## config.mk

```make
export PLATFORM = sky130hd
export DESIGN_NAME = dmem_access_ctrl
export DESIGN_NICKNAME = d
export VERILOG_FILES = /design/src/rtl/dmem_access_ctrl.sv
export SDC_FILE = /design/constraint.sdc
export NUM_CORES = 1
export LEC_CHECK = 0
export BUFFER_PORTS_ARGS = -buffer_cell sky130_fd_sc_hd__buf_2
export CAP_MARGIN = 15
export CORE_MARGIN = 1.5
export CORE_UTILIZATION = 45
export DETAILED_ROUTE_END_ITERATION = 7
export PLACE_DENSITY_LB_ADDON = 0.08
export SYNTH_ARGS = -nofsm -noshare
export SYNTH_HDL_FRONTEND = slang
export SYNTH_SLANG_ARGS = --single-unit
```

## constraint.sdc

```tcl
create_clock -name clk_i -period 3.85 [get_ports clk_i]
set_input_delay 0.77 -clock clk_i [delete_from_list [all_inputs] [get_ports clk_i]]
set_output_delay 0.77 -clock clk_i [all_outputs]
set_load 0.01 [all_outputs]
```

## src/rtl/dmem_access_ctrl.sv

```systemverilog
// Data-memory access sequencer: turns a decoded MEM-stage op into one ready/valid
// bus transaction, stalls the pipeline meanwhile and returns extended load data.
module dmem_access_ctrl #(
  parameter int TIMEOUT = 255
) (
  input  logic        clk_i,
  input  logic        rst_i,
  input  logic        req_valid_i,
  input  logic [3:0]  rw_i,
  input  logic [31:0] addr_i,
  input  logic [31:0] wdata_i,
  output logic        stall_o,
  output logic        done_o,
  output logic [31:0] rdata_o,
  output logic        misaligned_o,
  output logic        bus_err_o,
  output logic        mem_req_o,
  output logic        mem_we_o,
  output logic [31:0] mem_addr_o,
  output logic [3:0]  mem_wstrb_o,
  output logic [31:0] mem_wdata_o,
  input  logic        mem_gnt_i,
  input  logic        mem_rvalid_i,
  input  logic [31:0] mem_rdata_i,
  output logic [1:0]  state_o
);

  // Handshake: a request is accepted in the cycle where mem_req_o and mem_gnt_i are
  // both high; read data is taken in any REQ/WAIT cycle with mem_rvalid_i high
  // (in REQ only together with the grant), and ignored in IDLE and DONE.

  localparam int CW = (TIMEOUT > 1) ? $clog2(TIMEOUT) : 1;

  typedef enum logic [1:0] {
    S_IDLE = 2'd0,
    S_REQ  = 2'd1,
    S_WAIT = 2'd2,
    S_DONE = 2'd3
  } state_t;

  state_t         state_q, state_d;
  logic [3:0]     op_q;
  logic [31:0]    addr_q, wdata_q, rdata_q;
  logic           err_q;
  logic [CW-1:0]  cnt_q;

  logic           aligned, go, store_q, complete, timeout_hit;
  logic [1:0]     size_q;
  logic [7:0]     byte_v;
  logic [15:0]    half_v;
  logic [31:0]    load_ext;

  function automatic logic is_store(input logic [3:0] op);
    return (op == 4'b1011) || (op == 4'b1110) || (op == 4'b1111);
  endfunction

  // 0 = byte, 1 = half, 2 = word
  function automatic logic [1:0] op_size(input logic [3:0] op);
    case (op)
      4'b1001, 4'b1101, 4'b1110: return 2'd1;
      4'b1010, 4'b1111:          return 2'd2;
      default:                   return 2'd0;
    endcase
  endfunction

  always_comb begin
    case (op_size(rw_i))
      2'd1:    aligned = ~addr_i[0];
      2'd2:    aligned = (addr_i[1:0] == 2'b00);
      default: aligned = 1'b1;
    endcase
  end

  assign go          = (state_q == S_IDLE) && req_valid_i && rw_i[3] && aligned;
  assign store_q     = is_store(op_q);
  assign size_q      = op_size(op_q);
  assign timeout_hit = (TIMEOUT != 0) && (cnt_q == CW'(TIMEOUT - 1));

  // A load completes on read data, a store on its grant.
  always_comb begin
    complete = 1'b0;
    if (state_q == S_REQ)  complete = mem_gnt_i && (store_q || mem_rvalid_i);
    if (state_q == S_WAIT) complete = mem_rvalid_i;
  end

  // LBU/LHU carry op bit 2 set; the signed loads have it clear.
  assign byte_v = mem_rdata_i[{addr_q[1:0], 3'b000} +: 8];
  assign half_v = mem_rdata_i[{addr_q[1], 4'b0000} +: 16];
  always_comb begin
    case (size_q)
      2'd0:    load_ext = op_q[2] ? {24'd0, byte_v} : {{24{byte_v[7]}}, byte_v};
      2'd1:    load_ext = op_q[2] ? {16'd0, half_v} : {{16{half_v[15]}}, half_v};
      default: load_ext = mem_rdata_i;
    endcase
  end

  always_ff @(posedge clk_i or posedge rst_i) begin
    if (rst_i) begin
      state_q <= S_IDLE;
      op_q    <= 4'd0;
      addr_q  <= 32'd0;
      wdata_q <= 32'd0;
      cnt_q   <= '0;
      rdata_q <= 32'd0;
      err_q   <= 1'b0;
    end else begin
      state_q <= state_d;
      if (go) begin
        op_q    <= rw_i;
        addr_q  <= addr_i;
        wdata_q <= wdata_i;
        cnt_q   <= '0;
      end else if (state_q == S_REQ || state_q == S_WAIT) begin
        cnt_q <= cnt_q + 1'b1;
      end
      // Result registers hold a value only during the DONE cycle.
      if (state_d == S_DONE) begin
        rdata_q <= (complete && !store_q) ? load_ext : 32'd0;
        err_q   <= ~complete;
      end else begin
        rdata_q <= 32'd0;
        err_q   <= 1'b0;
      end
    end
  end

  always_comb begin
    state_d = state_q;
    case (state_q)
      S_IDLE: if (go) state_d = S_REQ;
      S_REQ: begin
        if (complete)                      state_d = S_DONE;
        else if (mem_gnt_i && !timeout_hit) state_d = S_WAIT;
        else if (timeout_hit)              state_d = S_DONE;
      end
      S_WAIT: if (complete || timeout_hit) state_d = S_DONE;
      default: state_d = S_IDLE;
    endcase
  end

  always_comb begin
    mem_req_o    = (state_q == S_REQ);
    mem_we_o     = 1'b0;
    mem_addr_o   = 32'd0;
    mem_wstrb_o  = 4'b0000;
    mem_wdata_o  = 32'd0;
    stall_o      = (state_q == S_REQ) || (state_q == S_WAIT) || go;
    done_o       = (state_q == S_DONE);
    misaligned_o = (state_q == S_IDLE) && req_valid_i && rw_i[3] && !aligned;
    rdata_o      = rdata_q;
    bus_err_o    = err_q;
    state_o      = state_q;
    if (state_q == S_REQ) begin
      mem_addr_o = {addr_q[31:2], 2'b00};
      if (store_q) begin
        mem_we_o = 1'b1;
        case (size_q)
          2'd0: begin
            mem_wstrb_o = 4'b0001 << addr_q[1:0];
            mem_wdata_o = {4{wdata_q[7:0]}};
          end
          2'd1: begin
            mem_wstrb_o = addr_q[1] ? 4'b1100 : 4'b0011;
            mem_wdata_o = {2{wdata_q[15:0]}};
          end
          default: begin
            mem_wstrb_o = 4'b1111;
            mem_wdata_o = wdata_q;
          end
        endcase
      end
    end
  end

endmodule
```

== After elaboration in Yosys (flattened, before gate mapping) ==
Index checks and enable logic that the tools add are counted.

* Register bits: 111
* Latch bits: 0
* Bits in writable memories: 0
* Memory bits (read-only): 0
* Input port bits: 105
* Logic and storage cells: 85
* Memories kept: 0

* $add $sub $neg: 1
* Multipliers: 0
* Divide/modulo/power cells: 0
* $lt $le $gt $ge: 0
* Equality and inequality tests: 19
* Shifts and indexed selects: 3
* Muxes and demuxes: 29
* Bitwise logic cells: 2
* Reductions and logical operators: 24

{| class="wikitable"
|+ Operators by type and width
! kind !! count
|-
| two-way mux 32 bit || 7
|-
| case mux 32 bit (2 select lines) || 2
|-
| == test 4 bit, second input constant || 11
|-
| variable part select 32 x 6 -> 16 bit || 1
|-
| variable part select 32 x 6 -> 8 bit || 1
|-
| two-way mux 8 bit || 2
|-
| two-way mux 4 bit || 3
|-
| two-way mux 2 bit || 5
|-
| adder 8 x 1 -> 8 bit, second input constant || 1
|-
| == test 2 bit, second input constant || 4
|-
| == test 8 bit, second input constant || 1
|-
| case mux 2 bit (2 select lines) || 2
|-
| case mux 4 bit (2 select lines) || 1
|-
| logical AND 1 bit || 7
|-
| == test 2 x 1 -> 1 bit, second input constant || 3
|-
| zero test 2 bit || 3
|-
| logical OR 1 bit || 6
|-
| case mux 2 bit (3 select lines) || 1
|-
| OR reduction 3 bit || 2
|-
| two-way mux 1 bit || 5
|-
| OR reduction 2 bit || 2
|-
| << shifter 1 x 2 -> 4 bit, first input constant || 1
|-
| zero test 1 bit || 3
|-
| NOT 1 bit || 2
|-
| 2 further kinds || 2
|}

== Longest topological paths before layout ==
* Depth in word-level cells: 12
* Depth in mapped cells: 12
* Gate-level depth less buffers: 10

== Worst setup path before layout ==
Ideal clock, no wire load.

* Kind: input-to-output
* Start point: input rw_i[2]
* End point: output stall_o
* Arrival time: 2.297 ns
* Path slack: 0.783 ns
* Stages on the path: 12
* Cell sequence: nor2b_1 -> mux2i_1 -> nor2b_1 -> inv_1 -> ha_1 -> nand2b_1 -> a21oi_1 -> or2_1 -> nand2b_1 -> buf_2 -> buf_2 -> nand2b_1

* Word-level cells in the longest chain between the ends: 7
* Elaborated cells between the ends (all ways): 13
* Classes of those cells: 7 x eq/ne; 2 x mux; 4 x reduce/logical

{| class="wikitable"
|+ Ends and longest elaborated chain
! item !! RTL line !! RTL
|-
| start: declaration || 9 || <nowiki>input logic [3:0] rw_i,</nowiki>
|-
| == test 4 bit || 59 || <nowiki>case (op)</nowiki>
|-
| OR reduction 3 bit or OR reduction 2 bit (tied branches) || 59 ||
|-
| case mux 2 bit (2 select lines) * || 59 ||
|-
| == test 2 bit or == test 2 x 1 -> 1 bit (tied branches) || 67 || <nowiki>case (op_size(rw_i))</nowiki>
|-
| case mux 1 bit (2 select lines) * || 67 ||
|-
| logical AND 1 bit * || 74 || <nowiki>assign go = (state_q == S_IDLE) && req_valid_i && rw_i[3] && aligned;</nowiki>
|-
| logical OR 1 bit * || 147 || <nowiki>stall_o = (state_q == S_REQ) || (state_q == S_WAIT) || go;</nowiki>
|-
| end: declaration || 12 || <nowiki>output logic stall_o,</nowiki>
|}

Every way passes the cells marked *; elsewhere a longest branch is shown, timed or not.

== Worst setup path after layout ==
* Start point: register op_q[1]
* End point: output mem_wdata_o[27]

* Word-level cells in the longest chain between the ends: 7
* Elaborated cells between the ends (all ways): 16
* Classes of those cells: 7 x eq/ne; 4 x mux; 5 x reduce/logical

{| class="wikitable"
|+ Ends and longest elaborated chain
! item !! RTL line !! RTL
|-
| start: declaration || 42 || <nowiki>logic [3:0] op_q;</nowiki>
|-
| start signal: assignment || 109 || <nowiki>op_q <= rw_i;</nowiki>
|-
| == test 4 bit (on tied branches) || 54, 59 ||
|-
| OR reduction 3 bit or OR reduction 2 bit (tied branches) || 59 ||
|-
| case mux 2 bit (2 select lines) || 59 ||
|-
| == test 2 x 1 -> 1 bit or zero test 2 bit (tied branches) || 157 || <nowiki>case (size_q)</nowiki>
|-
| case mux 32 bit (2 select lines) || 157 ||
|-
| two-way mux 32 bit * || 155 || <nowiki>if (store_q) begin</nowiki>
|-
| two-way mux 32 bit * || 153 || <nowiki>if (state_q == S_REQ) begin</nowiki>
|-
| end: declaration || 21 || <nowiki>output logic [31:0] mem_wdata_o,</nowiki>
|}

Marks and branches as above.

==> flow_summary.toml <==
[status]
status = "finished clean"

[pwr]
power_density_nw_per_um2 = 733
pwr-share-clk_pct = 17.4
p_sw_uw = 2240
internal-power_uw = 3090
swShare_pct = 42.0
seqPwrFrac_pct = 36.8
p_leak_uw = 0.00362
p_comb_share_pct = 45.8
peakVddDrop_mv = 0.451

[synthesis]
ys_types = 61
synth_edf_count = 0
async_flop_share_pct = 100
ys.flop_type = "dfrtp_1"
syn_area_um2 = 5820
synth.avg_cell_area_um2 = 10.8
netlist_instances = 538
yosys_warnings = 0
ys_seq_area_share_pct = 47.7
ys_seq_elements = 111

[sta]
max-slew-margin-rel_pct = 45.5
maxSlewViolCount = 0
fin_skew_ns = 0.00655
finalHoldViolations = 0
setup_viol = 0
min_period_over_period_pct = 85.2
fin_crit_ns = 3.28
tns_ns = 0
holdWs_ns = 0.486
tightest_slew_ns = 0.817
fmaxAchievable_ghz = 0.305
rsz0062_at_grt = "false"

[critical_path]
cp_data_arrival_time_ns = 2.51
endpoint_kind = "output pin"
worstPathRequired_ns = 3.08
max_stage_delay_ns = 0.60
cp_slowest_cell = "nand2_1"
crit_type = "register to output pin"
crit_fanout = 19
crit_chain = "and3b_4 > a31oi_2 > nand2_1 > nor2_1 > nor3_1 > buf_2"
cp-start-kind = "register"

[clocking]
cts_tree = "done"
cts_hold_buffers = 0
numCtsBuffers = 9
cts_buffer_depth = 2
clock_latency_ns = 0.35
clk_pin_slew_ns = 0.07
post_cts_resize_count = 0
root_buffer = "clkbuf_16"
postCtsSetupBuffers = 0
cts_sinks = 111
ctsHtreeMaxLevel = 3

[hold_path]
hold_path.class = "input pin to asynchronous set/reset pin"

[die]
rows = 41
die_h_um = 117
start_util_pct = 46.2
coreArea_um2 = 12600
fp.dieW_um = 117
pin_count = 213
dieArea_um2 = 13600

[grt]
antenna_found_initial = 0
groute.usage.overall_pct = 23.5
grt_pass1_vias = 4720
grt.overflow.total = 0
grt_first_pass_wirelength_um = 24300
grt_max_degree = 50

[detailed_routing]
drc = 0
wl_per_cell_um = 17.5
ant_nets = 0
routed_wl_um = 15900
routed_via_density = 5.37
vias = 4866
initialDrtViolationCount = 306
dr.pass1.iters = 5

[cells_and_area]
area_growth_pct = 24.7
layout_commonest_cell = "buf_2"
fill_cells = 1124
antenna_cells = 0
drive_gt1_share_pct = 45.1
nets = 843
layout_common_cells = "buf_2 (210), dfrtp_1 (111), mux2_2 (58)"

[job]
cap_violations = 0

[placement]
dp_hpwl_um = 11300
gp_congestion = 0.826
port_buffers = 210
## area by class of cell
cell class	instances	area [µm²]	share of cell area, %
Clock buffer	12	236	3.26
Clock inverter	4	53.8	0.741
Inverter	17	66.3	0.913
Multi-Input combinational cell	370	2780	38.2
Sequential cell	111	2780	38.2
Tap cell	172	215	2.96
Timing Repair Buffer	220	1140	15.7
## sequential cells by signal (all words and copies together), names as in the netlist
name	flops
addr_q	32
bus_err_o	1
cnt_q	8
op_q	4
rdata_o	32
state_o	2
wdata_q	32
## worst paths after layout
check | start | to | slack, ns | cells past startpoint
worst min register to register | wdata_q[23] | wdata_q[23] | 0.49 | 1
max in group asynchronous | rst_i | wdata_q[25] | 2.49 | 3
worst max register to register | state_o[1] | rdata_o[7] | 1.17 | 9
min in group clk_i | wdata_q[23] | wdata_q[23] | 0.49 | 1
worst max-delay path | op_q[1] | mem_wdata_o[27] | 0.57 | 6
worst min-delay path | rst_i | rdata_o[10] | 0.49 | 2
## Yosys cell counts (6+ instances only)
master | n | share of area, %
xor2_1 | 6 | 0.90
and3_1 | 12 | 1.3
a21oi_1 | 21 | 1.8
dfrtp_1 | 111 | 48
mux2_1 | 10 | 1.9
nor3_1 | 12 | 1.0
ha_1 | 9 | 1.9
buf_2 | 11 | 0.95
nor2_1 | 42 | 2.7
and2_1 | 31 | 3.3
inv_1 | 16 | 1.0
nand3_1 | 7 | 0.60
o221ai_1 | 8 | 1.2
buf_4 | 9 | 1.2
nand2_1 | 44 | 2.8
mux2_2 | 58 | 11
a211oi_2 | 7 | 1.5
o31ai_1 | 7 | 0.90
nand3b_1 | 7 | 0.90
clkbuf_1 | 17 | 1.1
o22ai_1 | 15 | 1.6
nor3_2 | 15 | 2.6
## power by group through the flow
stage / Clock, µW / Combinational [µW] / Sequential, µW
after global routing: 1010 / 2680 / 2020
final: 929 / 2440 / 1960
after detailed placement: 0 / 2440 / 1970
after floorplan: 0 / 1890 / 1800
after global placement: 0 / 2390 / 1950
after CTS: 958 / 2450 / 1960
## critical path: cells and delay by family (launching register included)
family / cells / cell delay (ns)
compound gates: 1 / 0.05
flops: 1 / 0.52
simple gates: 4 / 1.39
buf+inv: 1 / 0.20
## cells by family (layout without fill, tap and decap cells)
kind of cell	count (synthesis)	count (layout)	synth area share (%)
AND/OR/NAND/NOR	194	194	18.3
flip-flops	111	111	47.7
AO/OA/AOI/OAI	85	85	12.2
multiplexers	71	71	13.7
buffers and inverters	58	253	4.81
adder cells (fa/ha/maj)	9	9	1.93
XOR/XNOR	9	9	1.35
other	1	2	0.0644
## metal layers
metal  routed length, µm  GRT usage [%]
met3                1260           5.66
met2                7830           40.4
met5                   0              0
met4                 250           8.11
met1                6540           29.2
## stage by stage
step	cells	cell area (µm²)	total power [µW]	worst slack, ns	utilization, %
5_1_grt	906	7260	5710	0.434	57.6
6_report	906	7260	5330	0.571	57.6
3_5_place_dp	890	6970	4420	0.555	55.3
4_1_cts	906	7260	5360	0.570	57.6
3_3_place_gp	890	6970	4340	0.631	55.3
2_1_floorplan	539	5830	3690	0.149	-
No activity file was read; power rests on OpenSTA's default activity.
